==> config.mk <==
export PLATFORM = sky130hd
export DESIGN_NAME = pie_rx
export DESIGN_NICKNAME = d
export VERILOG_FILES = /design/src/rtl/pie_rx.sv
export SDC_FILE = /design/constraint.sdc
export NUM_CORES = 1
export LEC_CHECK = 0
export BUFFER_PORTS_ARGS = -buffer_cell sky130_fd_sc_hd__buf_2
export CORE_UTILIZATION = 40
export CTS_BUF_LIST = sky130_fd_sc_hd__clkbuf_4 sky130_fd_sc_hd__clkbuf_8
export CTS_CLUSTER_SIZE = 14
export DETAILED_ROUTE_END_ITERATION = 12
export GPL_TIMING_DRIVEN = 0
export PLACE_DENSITY = 0.58
export SLEW_MARGIN = 25
export SYNTH_ARGS = -nofsm -noshare
export SYNTH_HDL_FRONTEND = slang
export SYNTH_SLANG_ARGS = --single-unit
==> constraint.sdc <==
create_clock -name clk -period 2.75 [get_ports clk]
set_input_delay 0.275 -clock clk [delete_from_list [all_inputs] [get_ports clk]]
set_output_delay 0.275 -clock clk [all_outputs]
set_load 0.01 [all_outputs]
==> src/rtl/pie_rx.sv <==
// rtl/pie_rx.sv - tag-side PIE decoder; CRC residue checks enabled by PIE_RX_CRC_EN
module pie_rx #(
  parameter logic [15:0] DELIM_MIN = 16'd40,
  parameter logic [15:0] CAL_MAX   = 16'd2000
) (
  input  logic        clk,
  input  logic        reset,
  input  logic        rx,
  output logic        bit_out,
  output logic        bit_valid,
  output logic [7:0]  byte_out,
  output logic        byte_valid,
  output logic [15:0] tari,
  output logic [15:0] rtcal,
  output logic [15:0] trcal,
  output logic        trcal_valid,
  output logic        frame_active,
  output logic        frame_done,
  output logic        frame_err,
  output logic [15:0] bit_cnt,
  output logic        crc5_ok,
  output logic        crc16_ok
);

  typedef enum logic [2:0] {S_IDLE, S_DELIM, S_SYNC0, S_SYNC1, S_SYM} state_t;

  state_t      state;
  logic        rx_d;
  logic        hi_run;   // rx has stayed high since the last rise
  logic        first;    // next SYM rise may be TRcal
  logic [15:0] cnt;
  logic [15:0] pivot;
  logic [2:0]  bit_mod;
  logic [6:0]  shreg;

  logic        rise;
  logic        fall;
  logic        timeout;
  logic        sym_bit;
  logic [15:0] cnt_inc;

  assign rise    = ~rx_d & rx;
  assign fall    = rx_d & ~rx;
  assign cnt_inc = (cnt == 16'hFFFF) ? cnt : cnt + 16'd1;
  assign timeout = hi_run & rx & ({1'b0, cnt} == {rtcal, 1'b0});
  assign sym_bit = (cnt > pivot);

`ifdef PIE_RX_CRC_EN
  logic [15:0] crc16;
  logic [4:0]  crc5;

  function automatic logic [15:0] crc16_step(input logic [15:0] c, input logic b);
    return {c[14:0], 1'b0} ^ ((c[15] ^ b) ? 16'h1021 : 16'h0000);
  endfunction

  function automatic logic [4:0] crc5_step(input logic [4:0] c, input logic b);
    return {c[3:0], 1'b0} ^ ((c[4] ^ b) ? 5'b01001 : 5'b00000);
  endfunction
`else
  assign crc5_ok  = 1'b0;
  assign crc16_ok = 1'b0;
`endif

  // Edge history, interval counter and the frame decode state machine
  always_ff @(posedge clk) begin
    if (!reset) begin
      state        <= S_IDLE;
      rx_d         <= 1'b1;
      hi_run       <= 1'b0;
      first        <= 1'b0;
      cnt          <= 16'd0;
      pivot        <= 16'd0;
      bit_mod      <= 3'd0;
      shreg        <= 7'd0;
      bit_out      <= 1'b0;
      bit_valid    <= 1'b0;
      byte_out     <= 8'd0;
      byte_valid   <= 1'b0;
      tari         <= 16'd0;
      rtcal        <= 16'd0;
      trcal        <= 16'd0;
      trcal_valid  <= 1'b0;
      frame_active <= 1'b0;
      frame_done   <= 1'b0;
      frame_err    <= 1'b0;
      bit_cnt      <= 16'd0;
`ifdef PIE_RX_CRC_EN
      crc16        <= 16'hFFFF;
      crc5         <= 5'b01001;
      crc16_ok     <= 1'b0;
      crc5_ok      <= 1'b0;
`endif
    end else begin
      rx_d       <= rx;
      hi_run     <= rx & (rise | hi_run);
      bit_valid  <= 1'b0;
      byte_valid <= 1'b0;
      frame_done <= 1'b0;
      frame_err  <= 1'b0;

      // IDLE times the delimiter from its falling edge, every other state times rise to rise
      if ((state == S_IDLE) ? fall : rise) begin
        cnt <= 16'd1;
      end else begin
        cnt <= cnt_inc;
      end

      case (state)
        S_IDLE: begin
          if (fall) begin
            state <= S_DELIM;
          end
        end

        S_DELIM: begin
          if (rise) begin
            if (cnt >= DELIM_MIN) begin
              state        <= S_SYNC0;
              frame_active <= 1'b1;
              bit_cnt      <= 16'd0;
              bit_mod      <= 3'd0;
              trcal_valid  <= 1'b0;
`ifdef PIE_RX_CRC_EN
              crc16        <= 16'hFFFF;
              crc5         <= 5'b01001;
              crc16_ok     <= 1'b0;
              crc5_ok      <= 1'b0;
`endif
            end else begin
              state <= S_IDLE;
            end
          end
        end

        S_SYNC0: begin
          if (cnt > CAL_MAX) begin
            state        <= S_IDLE;
            frame_err    <= 1'b1;
            frame_active <= 1'b0;
            trcal_valid  <= 1'b0;
          end else if (rise) begin
            tari  <= cnt;
            state <= S_SYNC1;
          end
        end

        S_SYNC1: begin
          if (cnt > CAL_MAX) begin
            state        <= S_IDLE;
            frame_err    <= 1'b1;
            frame_active <= 1'b0;
            trcal_valid  <= 1'b0;
          end else if (rise) begin
            rtcal <= cnt;
            pivot <= {1'b0, cnt[15:1]};
            first <= 1'b1;
            state <= S_SYM;
          end
        end

        S_SYM: begin
          if (rise) begin
            first <= 1'b0;
            if (first && (cnt > rtcal)) begin
              trcal       <= cnt;
              trcal_valid <= 1'b1;
            end else if (cnt >= rtcal) begin
              state        <= S_IDLE;
              frame_err    <= 1'b1;
              frame_active <= 1'b0;
              trcal_valid  <= 1'b0;
            end else begin
              bit_out   <= sym_bit;
              bit_valid <= 1'b1;
              bit_mod   <= bit_mod + 3'd1;
              shreg     <= {shreg[5:0], sym_bit};
              if (bit_cnt != 16'hFFFF) begin
                bit_cnt <= bit_cnt + 16'd1;
              end
              if (bit_mod == 3'd7) begin
                byte_out   <= {shreg, sym_bit};
                byte_valid <= 1'b1;
              end
`ifdef PIE_RX_CRC_EN
              crc16 <= crc16_step(crc16, sym_bit);
              crc5  <= crc5_step(crc5, sym_bit);
`endif
            end
          end else if (timeout) begin
            state        <= S_IDLE;
            frame_done   <= 1'b1;
            frame_active <= 1'b0;
`ifdef PIE_RX_CRC_EN
            crc16_ok     <= (crc16 == 16'h1D0F);
            crc5_ok      <= (crc5 == 5'b00000);
`endif
          end else if (!rx && (cnt > CAL_MAX)) begin
            state        <= S_IDLE;
            frame_err    <= 1'b1;
            frame_active <= 1'b0;
            trcal_valid  <= 1'b0;
          end
        end

        default: state <= S_IDLE;
      endcase
    end
  end

endmodule

After elaboration in Yosys (flattened, before gate mapping)
Cells that the tools add are included.
{"block": "totals", "output_inout_bits": 81, "inputBits": 3, "wordCells": 151, "regBits": 126}
{"block": "op_classes", "addsub": 3, "n_reduce_logical": 23, "n_lt_le_gt_ge": 5, "bitwise_logic": 14, "eq_ne": 27, "mux": 58}
{"operator": "2-to-1 mux 16 bit", "n": 6}
{"operator": "2-to-1 mux 3 bit", "n": 16}
{"operator": "adder 16 x 1 -> 16 bit (second input constant)", "n": 2}
{"operator": "one-hot mux 16 bit (2 select lines)", "n": 1}
{"operator": "2-to-1 mux 1 bit", "n": 28}
{"operator": "AND reduction 7 bit", "n": 4}
{"operator": "inequality test 2 bit (second input constant)", "n": 9}
{"operator": "inequality test 3 bit (second input constant)", "n": 6}
{"operator": "equality test 16 x 17 -> 1 bit", "n": 1}
{"operator": "equality test 16 bit (second input constant)", "n": 1}
{"operator": "greater-or-equal comparator 16 bit", "n": 1}
{"operator": "greater-or-equal comparator 16 x 6 -> 1 bit (second input constant)", "n": 1}
{"operator": "> comparator 16 x 11 -> 1 bit (second input constant)", "n": 1}
{"operator": "> comparator 16 x 15 -> 1 bit", "n": 1}
{"operator": "> comparator 16 bit", "n": 1}
{"operator": "inequality test 16 bit (second input constant)", "n": 1}
{"operator": "one-hot mux 3 bit (5 select lines)", "n": 1}
{"operator": "AND reduction 3 bit", "n": 3}
{"operator": "inequality test 4 bit (second input constant)", "n": 2}
{"operator": "NOT 1 bit", "n": 8}
{"operator": "AND reduction 4 bit", "n": 2}
{"operator": "equality test 3 x 2 -> 1 bit (second input constant)", "n": 2}
{"operator": "equality test 3 bit (second input constant)", "n": 2}
{"operator": "one-hot mux 1 bit (3 select lines)", "n": 2}
{"operator": "19 further kinds", "n": 28}

Longest topological paths before layout
{"block": "depth", "depth_word": 6, "depth_mapped": 11}

Least setup slack after synthesis
Ideal clock, no wire load.
{"block": "synth_path", "path_type": "register to register", "from": "reg rtcal[13]", "to": "reg bit_cnt[14]", "period_less_slack_ns": 2.626, "setup_ns": 0.070, "arrival_ns": 2.557, "setup_slack_ns": 0.124, "path_buffers": 1, "path_stages_with_launch": 10, "path_cell_list": "dfxtp_1 > inv_1 > ha_1 > a21o_1 > a21o_1 > a2111oi_4 > a41oi_2 > buf_2 > or4_1 > a21oi_1"}
{"block": "synth_via", "elab_chain_cells": 4, "word_cells_on_any_way": 6}
{"item": "start: declaration", "line_no": "14", "text": "output logic [15:0] rtcal,"}
{"item": "start signal: assignment", "line_no": "154", "text": "rtcal <= cnt;"}
{"item": "> comparator 16 bit", "line_no": "164", "text": "if (first && (cnt > rtcal)) begin"}
{"item": "logical AND 1 bit", "line_no": "164"}
{"item": "inequality test 2 bit (no line)"}
{"item": "AND reduction 7 bit (no line) *"}
{"item": "end signal: assignment", "line_no": "178", "text": "bit_cnt <= bit_cnt + 16'd1;"}
{"item": "end: declaration", "line_no": "20", "text": "output logic [15:0] bit_cnt,"}
Every way passes the cells marked *; elsewhere a longest branch is shown, timed or not.
A chain may end at the register's enable or synchronous reset.

Worst setup path in the final report
{"block": "layout_path", "from": "reg cnt[9]", "to": "reg cnt[11]"}
{"block": "layout_via", "elab_chain_cells": 1, "word_cells_on_any_way": 2}
{"item": "start: declaration", "line_no": "31", "text": "logic [15:0] cnt;"}
{"item": "start signal: assignment", "line_no": "105", "text": "cnt <= cnt_inc;"}
{"item": "adder 16 x 1 -> 16 bit / equality test 16 bit (equally long branches)", "line_no": "44", "text": "assign cnt_inc = (cnt == 16'hFFFF) ? cnt : cnt + 16'd1;"}
Parallel ways exist; a longest one is shown, timed or not.

==> load_flow_metrics.sql <==
INSERT INTO impl_metrics (metric_group, metric, value, unit) VALUES
('timing', 'slew_headroom', '53.0', '%'),
('flow_run', 'max_cap_violations', '0', ''),
('critical_path', 'critical_path_cell_sequence', 'clkbuf_1, and4_1, nand4_1, or2_2, clkbuf_1, and3_1, xnor2_1, nor2_1', ''),
('route', 'count_of_unresolved_drc_violations_after_routing', '0', ''),
('logic_synthesis', 'dominantRegCellSynth', 'dfxtp_1', ''),
('grt', 'grt_start_max_net_pins', '17', ''),
('critical_path', 'critPathKind', 'reg2reg', ''),
('timing', 'worst_margin_pin_slew', '704', 'ps'),
('worst_hold_path', 'worstHoldEndpoint', 'rx_d', ''),
('cells_and_area', 'fin_util', '48.8', '%'),
('clocking', 'cts_tree', 'yes', ''),
('logic_synthesis', 'synth.yosys.seq_area_share', '38.5', '%'),
('clocking', 'ctsRootBufferMaster', 'clkbuf_8', ''),
('critical_path', 'timing.critical_path.arrival', '2910', 'ps'),
('cells_and_area', 'flow.area_growth_from_synthesis', '18.8', '%'),
('floorplan', 'start_util', '41.1', '%'),
('logic_synthesis', 'post_synthesis_cell_area', '5730', 'um^2'),
('route', 'drt_pass1_iterations', '5', ''),
('power_and_ir_drop', 'max-vdd-ir-drop', '184', 'uV'),
('route', 'first_iter_violations', '293', ''),
('cells_and_area', 'final-instance-count-excl-fill', '949', ''),
('power_and_ir_drop', 'power_per_cell_area', '422', 'nW/um^2'),
('floorplan', 'placementRows', '43', ''),
('critical_path', 'critical_path.n_buffers_inverters', '2', ''),
('timing', 'achievable-frequency', '0.378', 'GHz'),
('run_status', 'outcome', 'finished clean', ''),
('grt', 'number_of_global_route_vias_before_repair', '4950', ''),
('floorplan', 'die_height', '122', 'um'),
('critical_path', 'cp_common_cell', 'clkbuf_1', ''),
('route', 'route.detailed.vias_per_inst', '5.51', ''),
('timing', 'timing.final.crit_share', '96.1', '%'),
('critical_path', 'cp_slowest_cell', 'and4_1', ''),
('timing', 'final-max-slew-violation-count', '0', ''),
('cells_and_area', 'diodes', '0', ''),
('cells_and_area', 'final_net_count', '804', ''),
('route', 'vias', '5229', ''),
('place', 'place_inst', '923', ''),
('grt', 'grt_first_pass_wirelength', '25.9', 'mm'),
('grt', 'number_of_antenna_violations_at_the_first_check_in_global_routing', '0', ''),
('critical_path', 'worst_r2r_path_depth', '8', ''),
('place', 'detailed_place_hpwl', '11.9', 'mm'),
('logic_synthesis', 'syn-instance-count', '662', ''),
('logic_synthesis', 'synth_edf_count', '0', ''),
('place', 'finalWeightedCongestion', '0.853', ''),
('logic_synthesis', 'postSynthAreaPerCell', '8.65', 'um^2'),
('critical_path', 'r2r_end', 'cnt[11]', ''),
('critical_path', 'max_stage_delay_on_crit_path', '410', 'ps'),
('logic_synthesis', 'synth.distinct_cells', '61', ''),
('timing', 'finalHoldViolations', '0', ''),
('clocking', 'clk_pin_slew_worst_paths', '100', 'ps'),
('critical_path', 'critical_path_required', '3020', 'ps'),
('timing', 'period_needed', '2640', 'ps'),
('clocking', 'cts_hold_repair.buffers', '0', ''),
('timing', 'final.setup_skew', '14.5', 'ps'),
('worst_hold_path', 'min_path_cells', '2', ''),
('clocking', 'htree_num_levels', '3', ''),
('cells_and_area', 'post_route_cells_drive_above_1_share', '22.0', '%'),
('power_and_ir_drop', 'cellLeakagePower', '0.00293', 'uW'),
('logic_synthesis', 'ys_ff_latch', '110', ''),
('route', 'ant_nets', '0', ''),
('critical_path', 'timing.reg2reg.setup_slack', '110', 'ps'),
('critical_path', 'critical_path.startpoint_type', 'flip-flop', ''),
('logic_synthesis', 'async_reset_ff_share', '0', '%'),
('floorplan', 'die_width', '122', 'um'),
('clocking', 'insertion_delay', '400', 'ps'),
('floorplan', 'design.core.area', '13900', 'um^2'),
('critical_path', 'worst_r2r_startpoint', 'cnt[9]', ''),
('worst_hold_path', 'holdCritStartpoint', 'reset', ''),
('clocking', 'numCtsBuffers', '9', ''),
('worst_hold_path', 'holdCritPathClass', 'in2reg', ''),
('route', 'detail_route.wirelength', '16.4', 'mm'),
('critical_path', 'critical_path.max_fanout', '10', ''),
('floorplan', 'die-area', '14800', 'um^2'),
('critical_path', 'cpLargestDelayFamily', 'simple AND/OR/NAND/NOR gates', ''),
('clocking', 'cts_max_path_buffers', '2', ''),
('place', 'port_buffers', '80', ''),
('timing', 'final-setup-viol-count', '0', ''),
('grt', 'groute.usage.overall', '22.6', '%'),
('logic_synthesis', 'yosys_warnings', '0', ''),
('floorplan', 'design.portCount', '84', ''),
('grt', 'grt_overflow', '0', ''),
('route', 'wl_per_cell', '17.3', 'um'),
('clocking', 'cts.sink_count', '110', ''),
('critical_path', 'critPathCaptureType', 'flip-flop', '');
[power breakdown]
part	internal [uW]	leakage, uW	switching, uW
sequential	1600	0.000893	4.86
clock	515	0.000109	571
combinational	58.2	0.00193	122
[cell type report]
cell class / count / area, um^2
well taps: 180 / 225
repair buffers: 91 / 487
plain buffers: 53 / 299
multi-input cells: 473 / 3260
flip-flops and latches: 110 / 2220
clock buffers: 10 / 131
fillers: 1381 / 7130
clock inverters: 5 / 75.1
inverters: 27 / 101
[worst reg2reg max path, stage by stage, from the launching register on]
cell and delay [ps]:
dfxtp_1 370, clkbuf_1 400, and4_1 420, nand4_1 250, or2_2 360, clkbuf_1 260, and3_1 280, xnor2_1 130
nor2_1 50
[layer usage]
metal | up-vias | track usage (%) | wire length, um
li1 | 2569 | - | -
met1 | 2490 | 30.0 | 7760
met2 | 143 | 36.9 | 7620
met3 | 27 | 3.32 | 660
met4 | 0 | 9.03 | 355
met5 | - | 0 | 0
[flip-flops by register name (all words and copies together) (netlist names), 3 cells and up]
register,cells
tari,16
state,3
bit_mod,3
byte_out,8
rtcal,16
trcal,16
shreg,7
cnt,16
bit_cnt,16
[cell usage in the layout, fill, tap and decap left out, drive strengths merged, types with 4 or more instances in the layout]
cell type / count
nand2: 53
a21oi: 67
xnor2: 19
and3: 19
and4: 5
nor2: 49
o31ai: 16
buf: 114
xor2: 5
or4: 15
o2111ai: 4
nand3: 24
nor2b: 9
a21o: 6
inv: 27
nor3: 9
o21ai: 28
ha: 36
a211oi: 6
o211ai: 6
clkbuf: 40
mux2i: 25
a31oi: 5
or3: 8
dfxtp: 110
nand2b: 5
nand4: 24
[Yosys cell counts, types with 9 or more instances]
library cell  instances  area, um^2
and3_1               19         119
ha_1                 36         450
nor2b_1               9        56.3
a21oi_1              66         330
o31ai_1              16         120
nand4_1              24         150
xnor2_1              19         166
inv_1                26        97.6
buf_2                12        60.1
mux2i_1              25         250
nand2_1              52         195
or4_1                14         105
nand3_1              24         120
o21ai_0              28         140
clkbuf_1             29         109
nor2_1               48         180
nor3_1                9        45.0
dfxtp_1             110        2200
[worst max-delay path by stage]
stage                   start     endpoint  slack, ps  cells past startpoint
global route        rtcal[13]  bit_cnt[13]        -20                     10
finish                 cnt[9]      cnt[11]        110                      8
global placement    rtcal[15]     trcal[5]       -480                      9
floorplan           rtcal[13]  bit_cnt[14]        120                      9
CTS                 rtcal[15]  bit_cnt[14]          3                      9
detailed placement  rtcal[15]     trcal[5]       -540                      9
[kinds of logic (layout without fill, tap and decap cells)]
| kind of cell | after synthesis | in the layout | share of synthesized area (%) |
|---|---|---|---|
| multiplexers | 25 | 25 | 4.37 |
| adder cells (fa/ha/maj) | 36 | 36 | 7.87 |
| other | 1 | 2 | 0.0655 |
| XOR/XNOR | 24 | 24 | 3.67 |
| flip-flops | 110 | 110 | 38.5 |
| AO/OA/AOI/OAI | 153 | 153 | 17.4 |
| buffers and inverters | 80 | 186 | 6.62 |
| AND/OR/NAND/NOR | 233 | 233 | 21.6 |
[stage by stage]
step,setup WS [ps],instance area [um^2],power (uW),hold slack (ps),TNS (ps)
3_3_place_gp,-479,6360,1800,432,-14040
5_1_grt,-18.5,6800,2960,151,-18.5
6_report,108,6800,2870,158,0
4_1_cts,2.56,6660,2880,146,0
2_1_floorplan,124,5730,1760,348,0
3_5_place_dp,-542,6360,1810,452,-16290
[timing repair]
action | CTS | global route
resized for setup | 15 | 30
buffers inserted | 6 | 5
endpoints found under the hold margin | 0 | 0
endpoints found under the setup margin | 57 | 51
pin swaps | 6 | 7
Power figures use the tool's default switching activity.
